==> src/rtl/ps2_rx_axis_fifo_pkg.sv <==
// Shared PS/2 receiver definitions: frame constants, FSM states, frame payload type.
package ps2_rx_axis_fifo_pkg;

   localparam int unsigned PS2_FRAME_BITS  = 11;
   localparam int unsigned SCAN_W          = 8;
   localparam int unsigned DATA_BITS       = PS2_FRAME_BITS - 3;
   localparam int unsigned FILTER_LEN_DEF  = 16;
   localparam int unsigned TIMEOUT_CYC_DEF = 100000;

   typedef enum logic [1:0] {
      ST_IDLE   = 2'd0,
      ST_DATA   = 2'd1,
      ST_PARITY = 2'd2,
      ST_STOP   = 2'd3
   } ps2_state_e;

   // Payload collected while a frame is open
   typedef struct packed {
      logic [SCAN_W-1:0] data;
      logic              parity;
   } ps2_frame_t;

   // PS/2 uses odd parity over the eight data bits plus the parity bit
   function automatic logic odd_parity_ok(input ps2_frame_t f);
      return ^{f.data, f.parity};
   endfunction

endpackage

==> src/rtl/axis_sync_fifo.sv <==
// Single-clock FIFO with an AXI-stream style master side; all outputs are flops.
module axis_sync_fifo #(
   parameter int unsigned WIDTH = 8,
   parameter int unsigned DEPTH = 8
) (
   input  logic             clk_i,
   input  logic             rst_i,
   input  logic             s_valid,
   input  logic [WIDTH-1:0] s_data,
   output logic             full,
   output logic             m_valid,
   input  logic             m_ready,
   output logic [WIDTH-1:0] m_data
);

   localparam int unsigned AW = $clog2(DEPTH);
   localparam int unsigned CW = AW + 1;

   logic [WIDTH-1:0] mem_q [DEPTH];
   logic [AW-1:0]    wr_ptr_q, rd_ptr_q, rd_ptr_d;
   logic [CW-1:0]    count_q, count_d, after_pop_c;
   logic [WIDTH-1:0] head_d;
   logic             pop_c, push_c;

   // Handshake decode, next occupancy and the value that will sit at the head
   always_comb begin
      pop_c       = m_valid & m_ready;
      push_c      = s_valid & (~full | pop_c);
      count_d     = count_q + CW'(push_c) - CW'(pop_c);
      rd_ptr_d    = rd_ptr_q + AW'(pop_c);
      after_pop_c = count_q - CW'(pop_c);
      head_d      = '0;
      if (count_d != '0) begin
         // An entry written this cycle into an otherwise empty FIFO bypasses the array
         head_d = (after_pop_c == '0) ? s_data : mem_q[rd_ptr_d];
      end
   end

   // Storage array; contents are don't-care until written
   always_ff @(posedge clk_i) begin
      if (push_c) begin
         mem_q[wr_ptr_q] <= s_data;
      end
   end

   // Pointers, occupancy and registered master-side outputs
   always_ff @(posedge clk_i or negedge rst_i) begin
      if (!rst_i) begin
         wr_ptr_q <= '0;
         rd_ptr_q <= '0;
         count_q  <= '0;
         full     <= 1'b0;
         m_valid  <= 1'b0;
         m_data   <= '0;
      end else begin
         wr_ptr_q <= wr_ptr_q + AW'(push_c);
         rd_ptr_q <= rd_ptr_d;
         count_q  <= count_d;
         full     <= (count_d == CW'(DEPTH));
         m_valid  <= (count_d != '0);
         m_data   <= head_d;
      end
   end

endmodule

==> src/rtl/ps2_rx_axis_fifo.sv <==
// PS/2 device-to-host receiver: pin conditioning, frame decode, scancode FIFO on AXIS.
module ps2_rx_axis_fifo
   import ps2_rx_axis_fifo_pkg::*;
#(
   parameter int unsigned FIFO_DEPTH  = 8,
   parameter int unsigned FILTER_LEN  = FILTER_LEN_DEF,
   parameter int unsigned TIMEOUT_CYC = TIMEOUT_CYC_DEF
) (
   input  logic              clk_i,
   input  logic              rst_i,
   input  logic              ps2_clk_i,
   input  logic              ps2_data_i,
   input  logic              m_axis_tready_i,
   output logic              m_axis_tvalid_o,
   output logic [SCAN_W-1:0] m_axis_tdata_o,
   output logic              err_parity_o,
   output logic              err_frame_o,
   output logic              overflow_o
);

   localparam int unsigned FW = $clog2(FILTER_LEN + 1);
   localparam int unsigned TW = $clog2(TIMEOUT_CYC + 1);
   localparam int unsigned BW = $clog2(DATA_BITS);

   logic [1:0]    clk_sync_q, dat_sync_q;
   logic          flt_q, flt_prev_q;
   logic [FW-1:0] flt_cnt_q;
   logic [TW-1:0] to_cnt_q;
   logic          se_c, dat_c, timeout_c, pop_c, fifo_full;

   ps2_state_e    state_q, state_d;
   logic [BW-1:0] bit_cnt_q, bit_cnt_d;
   ps2_frame_t    frame_q, frame_d;
   logic          push_req_q, push_req_d;
   logic          err_parity_d, err_frame_d;

   assign se_c      = flt_prev_q & ~flt_q;
   assign dat_c     = dat_sync_q[1];
   assign timeout_c = (state_q != ST_IDLE) && (to_cnt_q == TW'(TIMEOUT_CYC));
   assign pop_c     = m_axis_tvalid_o & m_axis_tready_i;

   // Two-flop synchronisers; idle bus level is high
   always_ff @(posedge clk_i or negedge rst_i) begin
      if (!rst_i) begin
         clk_sync_q <= 2'b11;
         dat_sync_q <= 2'b11;
      end else begin
         clk_sync_q <= {clk_sync_q[0], ps2_clk_i};
         dat_sync_q <= {dat_sync_q[0], ps2_data_i};
      end
   end

   // Glitch filter: accept a new clock level after FILTER_LEN consecutive differing samples
   always_ff @(posedge clk_i or negedge rst_i) begin
      if (!rst_i) begin
         flt_q      <= 1'b1;
         flt_prev_q <= 1'b1;
         flt_cnt_q  <= '0;
      end else begin
         flt_prev_q <= flt_q;
         if (clk_sync_q[1] == flt_q) begin
            flt_cnt_q <= '0;
         end else if (flt_cnt_q == FW'(FILTER_LEN - 1)) begin
            flt_q     <= clk_sync_q[1];
            flt_cnt_q <= '0;
         end else begin
            flt_cnt_q <= flt_cnt_q + FW'(1);
         end
      end
   end

   // Inactivity counter for open frames
   always_ff @(posedge clk_i or negedge rst_i) begin
      if (!rst_i) begin
         to_cnt_q <= '0;
      end else if (se_c || (state_q == ST_IDLE) || timeout_c) begin
         to_cnt_q <= '0;
      end else begin
         to_cnt_q <= to_cnt_q + TW'(1);
      end
   end

   // Frame FSM state register, push request and error pulses
   always_ff @(posedge clk_i or negedge rst_i) begin
      if (!rst_i) begin
         state_q      <= ST_IDLE;
         bit_cnt_q    <= '0;
         frame_q      <= '0;
         push_req_q   <= 1'b0;
         err_parity_o <= 1'b0;
         err_frame_o  <= 1'b0;
      end else begin
         state_q      <= state_d;
         bit_cnt_q    <= bit_cnt_d;
         frame_q      <= frame_d;
         push_req_q   <= push_req_d;
         err_parity_o <= err_parity_d;
         err_frame_o  <= err_frame_d;
      end
   end

   // Frame FSM next state: advances on sample events, timeout aborts any open frame
   always_comb begin
      state_d      = state_q;
      bit_cnt_d    = bit_cnt_q;
      frame_d      = frame_q;
      push_req_d   = 1'b0;
      err_parity_d = 1'b0;
      err_frame_d  = 1'b0;
      if (timeout_c) begin
         state_d     = ST_IDLE;
         err_frame_d = 1'b1;
      end else if (se_c) begin
         unique case (state_q)
            ST_IDLE: begin
               if (!dat_c) begin
                  state_d   = ST_DATA;
                  bit_cnt_d = '0;
               end
            end
            ST_DATA: begin
               frame_d.data = {dat_c, frame_q.data[SCAN_W-1:1]};
               bit_cnt_d    = bit_cnt_q + BW'(1);
               if (bit_cnt_q == BW'(DATA_BITS - 1)) begin
                  state_d = ST_PARITY;
               end
            end
            ST_PARITY: begin
               frame_d.parity = dat_c;
               state_d        = ST_STOP;
            end
            ST_STOP: begin
               push_req_d   = dat_c & odd_parity_ok(frame_q);
               err_frame_d  = ~dat_c;
               err_parity_d = ~odd_parity_ok(frame_q);
               state_d      = ST_IDLE;
            end
            default: state_d = ST_IDLE;
         endcase
      end
   end

   // Overflow pulse: a good byte arrived while the FIFO was full and not draining
   always_ff @(posedge clk_i or negedge rst_i) begin
      if (!rst_i) begin
         overflow_o <= 1'b0;
      end else begin
         overflow_o <= push_req_q & fifo_full & ~pop_c;
      end
   end

   axis_sync_fifo #(
      .WIDTH (SCAN_W),
      .DEPTH (FIFO_DEPTH)
   ) u_fifo (
      .clk_i   (clk_i),
      .rst_i   (rst_i),
      .s_valid (push_req_q),
      .s_data  (frame_q.data),
      .full    (fifo_full),
      .m_valid (m_axis_tvalid_o),
      .m_ready (m_axis_tready_i),
      .m_data  (m_axis_tdata_o)
   );

endmodule
==> config.mk <==
export PLATFORM = sky130hd
export DESIGN_NAME = ps2_rx_axis_fifo
export DESIGN_NICKNAME = d
export VERILOG_FILES = /design/src/rtl/ps2_rx_axis_fifo_pkg.sv /design/src/rtl/axis_sync_fifo.sv /design/src/rtl/ps2_rx_axis_fifo.sv
export SDC_FILE = /design/constraint.sdc
export NUM_CORES = 1
export LEC_CHECK = 0
export ABC_AREA = 0
export CORE_ASPECT_RATIO = 1.25
export CORE_MARGIN = 10
export CORE_UTILIZATION = 40
export CTS_BUF_LIST = sky130_fd_sc_hd__clkbuf_16
export DETAILED_ROUTE_END_ITERATION = 8
export SYNTH_ARGS = -nofsm -noshare
export SYNTH_HDL_FRONTEND = slang
export SYNTH_HIERARCHICAL = 1
export SYNTH_SLANG_ARGS = --single-unit
==> constraint.sdc <==
create_clock -name clk_i -period 5.7 [get_ports clk_i]
set_input_delay 0.855 -clock clk_i [delete_from_list [all_inputs] [get_ports clk_i]]
set_output_delay 0.855 -clock clk_i [all_outputs]
set_load 0.01 [all_outputs]
==> results.sh <==
export IMPL_synthArstFlopShare_pct=50.8
export IMPL_pre_cts_slack_ns=1.64
export IMPL_setup_viol=0
export IMPL_synth_warnings=6
export IMPL_dp_hpwl_um=7140
export IMPL_fin_worst_skew_ns=0.00720
export IMPL_io_buffers=16
export IMPL_h_tree_depth=4
export IMPL_grt_remaining_overflow=0
export IMPL_ys_top_cells_by_area="edfxtp_1 (32%), dfrtp_1 (25%), ha_1 (4.2%)"
export IMPL_critical_path_max_fanout=9
export IMPL_grt_usage_pct=11.5
export IMPL_critPathCaptureType="register"
export IMPL_viasPerCell=5.28
export IMPL_hp_class="register to register"
export IMPL_initial_utilization_pct=41.0
export IMPL_critPathKind="primary input to register"
export IMPL_setup_slack_ns=2.09
export IMPL_nets=495
export IMPL_post_cts_setup_buffers=0
export IMPL_num_io_pins=17
export IMPL_final_hold_viol_count=0
export IMPL_final_area_um2=6850
export IMPL_synth_seq_cells=130
export IMPL_synth_common_cells="edfxtp_1 (64), dfrtp_1 (60), nor2_1 (29), nor3b_1 (28), nor3_1 (26)"
export IMPL_core_region_area_um2=14500
export IMPL_netlist_area_leader_share_pct=32.3
export IMPL_slew_headroom_pct=20.3
export IMPL_yosysSeqAreaShare_pct=60.1
export IMPL_cts_tree="built"
export IMPL_clk_pin_slew_worst_paths_ns=0.05
export IMPL_worst_slew_pin_slew_ns=1.19
export IMPL_cts_resized_gates=0
export IMPL_p_leak_nw=2.73
export IMPL_finalPower_mw=3.09
export IMPL_syn_area_per_cell_um2=13.3
export IMPL_startpoint_type="primary input"
export IMPL_place_area_um2=6260
export IMPL_fillers=1289
export IMPL_yosys_cell_types_count=51
export IMPL_cts_sinks=130
export IMPL_synth_top_cell_by_area="edfxtp_1"
export IMPL_worstPathArrival_ns=3.88
export IMPL_cp_required_ns=5.97
export IMPL_yosysMostFrequentCell="edfxtp_1"
export IMPL_die_w_um=129
export IMPL_period_minus_slack_ns=3.61
export IMPL_grt_pass1_vias=3493
export IMPL_synth_area_um2=5960
export IMPL_peakVddDrop_mv=0.263
export IMPL_synth_fp_nets=474
export IMPL_die_area_um2=20200
export IMPL_grt_start_max_net_pins=67
export IMPL_fin_crit_sh_pct=63.3
export IMPL_setup_tns_final_ns=0
export IMPL_status="complete, no violations"
export IMPL_rsz0062_at_grt="false"
export IMPL_vias=3485
export IMPL_hold_buffers=0
export IMPL_clock_path_buffers=2
export IMPL_reg2reg_slack_ns=2.60
export IMPL_drc_errors=0
export IMPL_wl_per_cell_um=16.8
export IMPL_cts_buffers=17
export IMPL_synth_edff_count=64
export IMPL_syn_instance_count=448
export IMPL_synthFlopType="edfxtp_1"
export IMPL_fmax_mhz=277
export IMPL_rows=49
export IMPL_clkLatencyLatePin_ns=0.41
export IMPL_drv_cap=0
export IMPL_cts_root_buf="clkbuf_16"
export IMPL_power_per_cell_area_nw_per_um2=451
export IMPL_diodes=0
export IMPL_syn_to_final_growth_pct=15.0
export IMPL_grt_pass1_wl_um=17900
export IMPL_gp_congestion=0.757
export IMPL_finalWirelength_um=11100
export IMPL_layout_drive_gt1_share_pct=14.3
export IMPL_dieHeight_um=156
export IMPL_antenna_found_initial=0
export IMPL_final_max_slew_viol_count=0
export IMPL_drt_initial_drc_count=253
export IMPL_drt_pass1_iter_count=4
export IMPL_ant_nets=0
-- cells by family after synthesis --
| group | after synthesis | synth area share (%) |
|---|---|---|
| XOR/XNOR | 31 | 4.81 |
| AND/OR/NAND/NOR | 162 | 16.1 |
| buffers and inverters | 39 | 3.44 |
| multiplexers | 41 | 7.73 |
| adder cells (fa/ha/maj) | 21 | 4.54 |
| flip-flops | 130 | 60.1 |
| AO/OA/AOI/OAI | 24 | 3.32 |
-- final timing paths --
path                                           from                    endpoint  cells past startpoint
hold reg to reg             clk_sync_q[0]$_DFF_PN1_     clk_sync_q[1]$_DFF_PN1_                      0
max in group asynchronous                     rst_i      frame_q[4]$_DFFE_PN0P_                      2
hold / removal              clk_sync_q[0]$_DFF_PN1_     clk_sync_q[1]$_DFF_PN1_                      0
setup / recovery                    m_axis_tready_i  u_fifo/m_data[7]$_DFF_PN0_                     13
min in group asynchronous                     rst_i      flt_cnt_q[4]$_DFF_PN0_                      2
setup reg to reg           u_fifo/m_valid$_DFF_PN0_  u_fifo/m_data[7]$_DFF_PN0_                     12
-- final cells by class --
class	instances	area, µm²	share of cell area (%)
inverter	19	71.3	1.04
clock buffer	20	500	7.31
timing repair buffer	22	200	2.92
tap	178	223	3.25
multi-input combinational	279	2190	32.0
clock inverter	12	85.1	1.24
sequential	130	3580	52.3
-- sequential cells by signal, indices dropped and copies added, names as in the netlist, 2 cells and up --
signal           count
bit_cnt_q            3
u_fifo/m_data        8
u_fifo/rd_ptr_q      3
u_fifo/wr_ptr_q      3
state_q              2
flt_cnt_q            5
clk_sync_q           2
u_fifo/count_q       4
to_cnt_q            17
dat_sync_q           2
u_fifo/mem_q        64
frame_q              9
-- report_power, final --
group	leakage [nW]	switching [mW]	internal (mW)
clock	0.303	0.377	0.667
sequential	1.49	0.0375	1.04
combinational	0.936	0.534	0.429
total	2.73	0.949	2.14
-- per-stage QoR --
step / cells / hold WS, ns / util, %
CTS: 660 / 0.357 / 47.1
global placement: 628 / 0.347 / 43.1
detailed placement: 628 / 0.349 / 43.1
floorplan: 448 / 0.345 / -
finish: 660 / 0.355 / 47.1
global route: 660 / 0.358 / 47.1
-- metal layers --
metal	GRT usage [%]	vias up	part of all wire, %
met5	0	-	0
met3	3.14	14	4.3
li1	-	1672	-
met2	19.2	65	50
met4	5.21	0	2.0
met1	13.4	1734	44
-- placed cells by master, fill, tap and decap left out, types with 4 or more instances in the layout --
cell type / count
nand3b_1: 16
nand3_1: 13
xnor2_1: 12
nand4_1: 12
nor2_1: 29
o21ai_0: 4
inv_1: 22
nor3_1: 25
mux2_1: 5
dfrtp_1: 60
ha_1: 20
nor3b_1: 28
a211oi_1: 6
mux2_2: 11
and3_1: 4
mux2i_1: 22
buf_4: 6
dfstp_2: 6
clkbuf_16: 20
nand2_1: 13
clkdlybuf4s50_1: 15
nand2b_1: 4
xor2_1: 17
edfxtp_1: 64
-- worst max-delay path: stages --
cell and delay [ns]:
clkdlybuf4s50_1 0.48, nand2_1 0.07, a21boi_0 0.38, inv_1 0.09, ha_1 0.28, inv_1 0.05, ha_1 0.15, inv_1 0.05
fa_1 0.48, inv_1 0.05, or3_1 0.41, nor3b_4 0.45, a211oi_1 0.09
No activity file was read; power rests on OpenSTA's default activity.
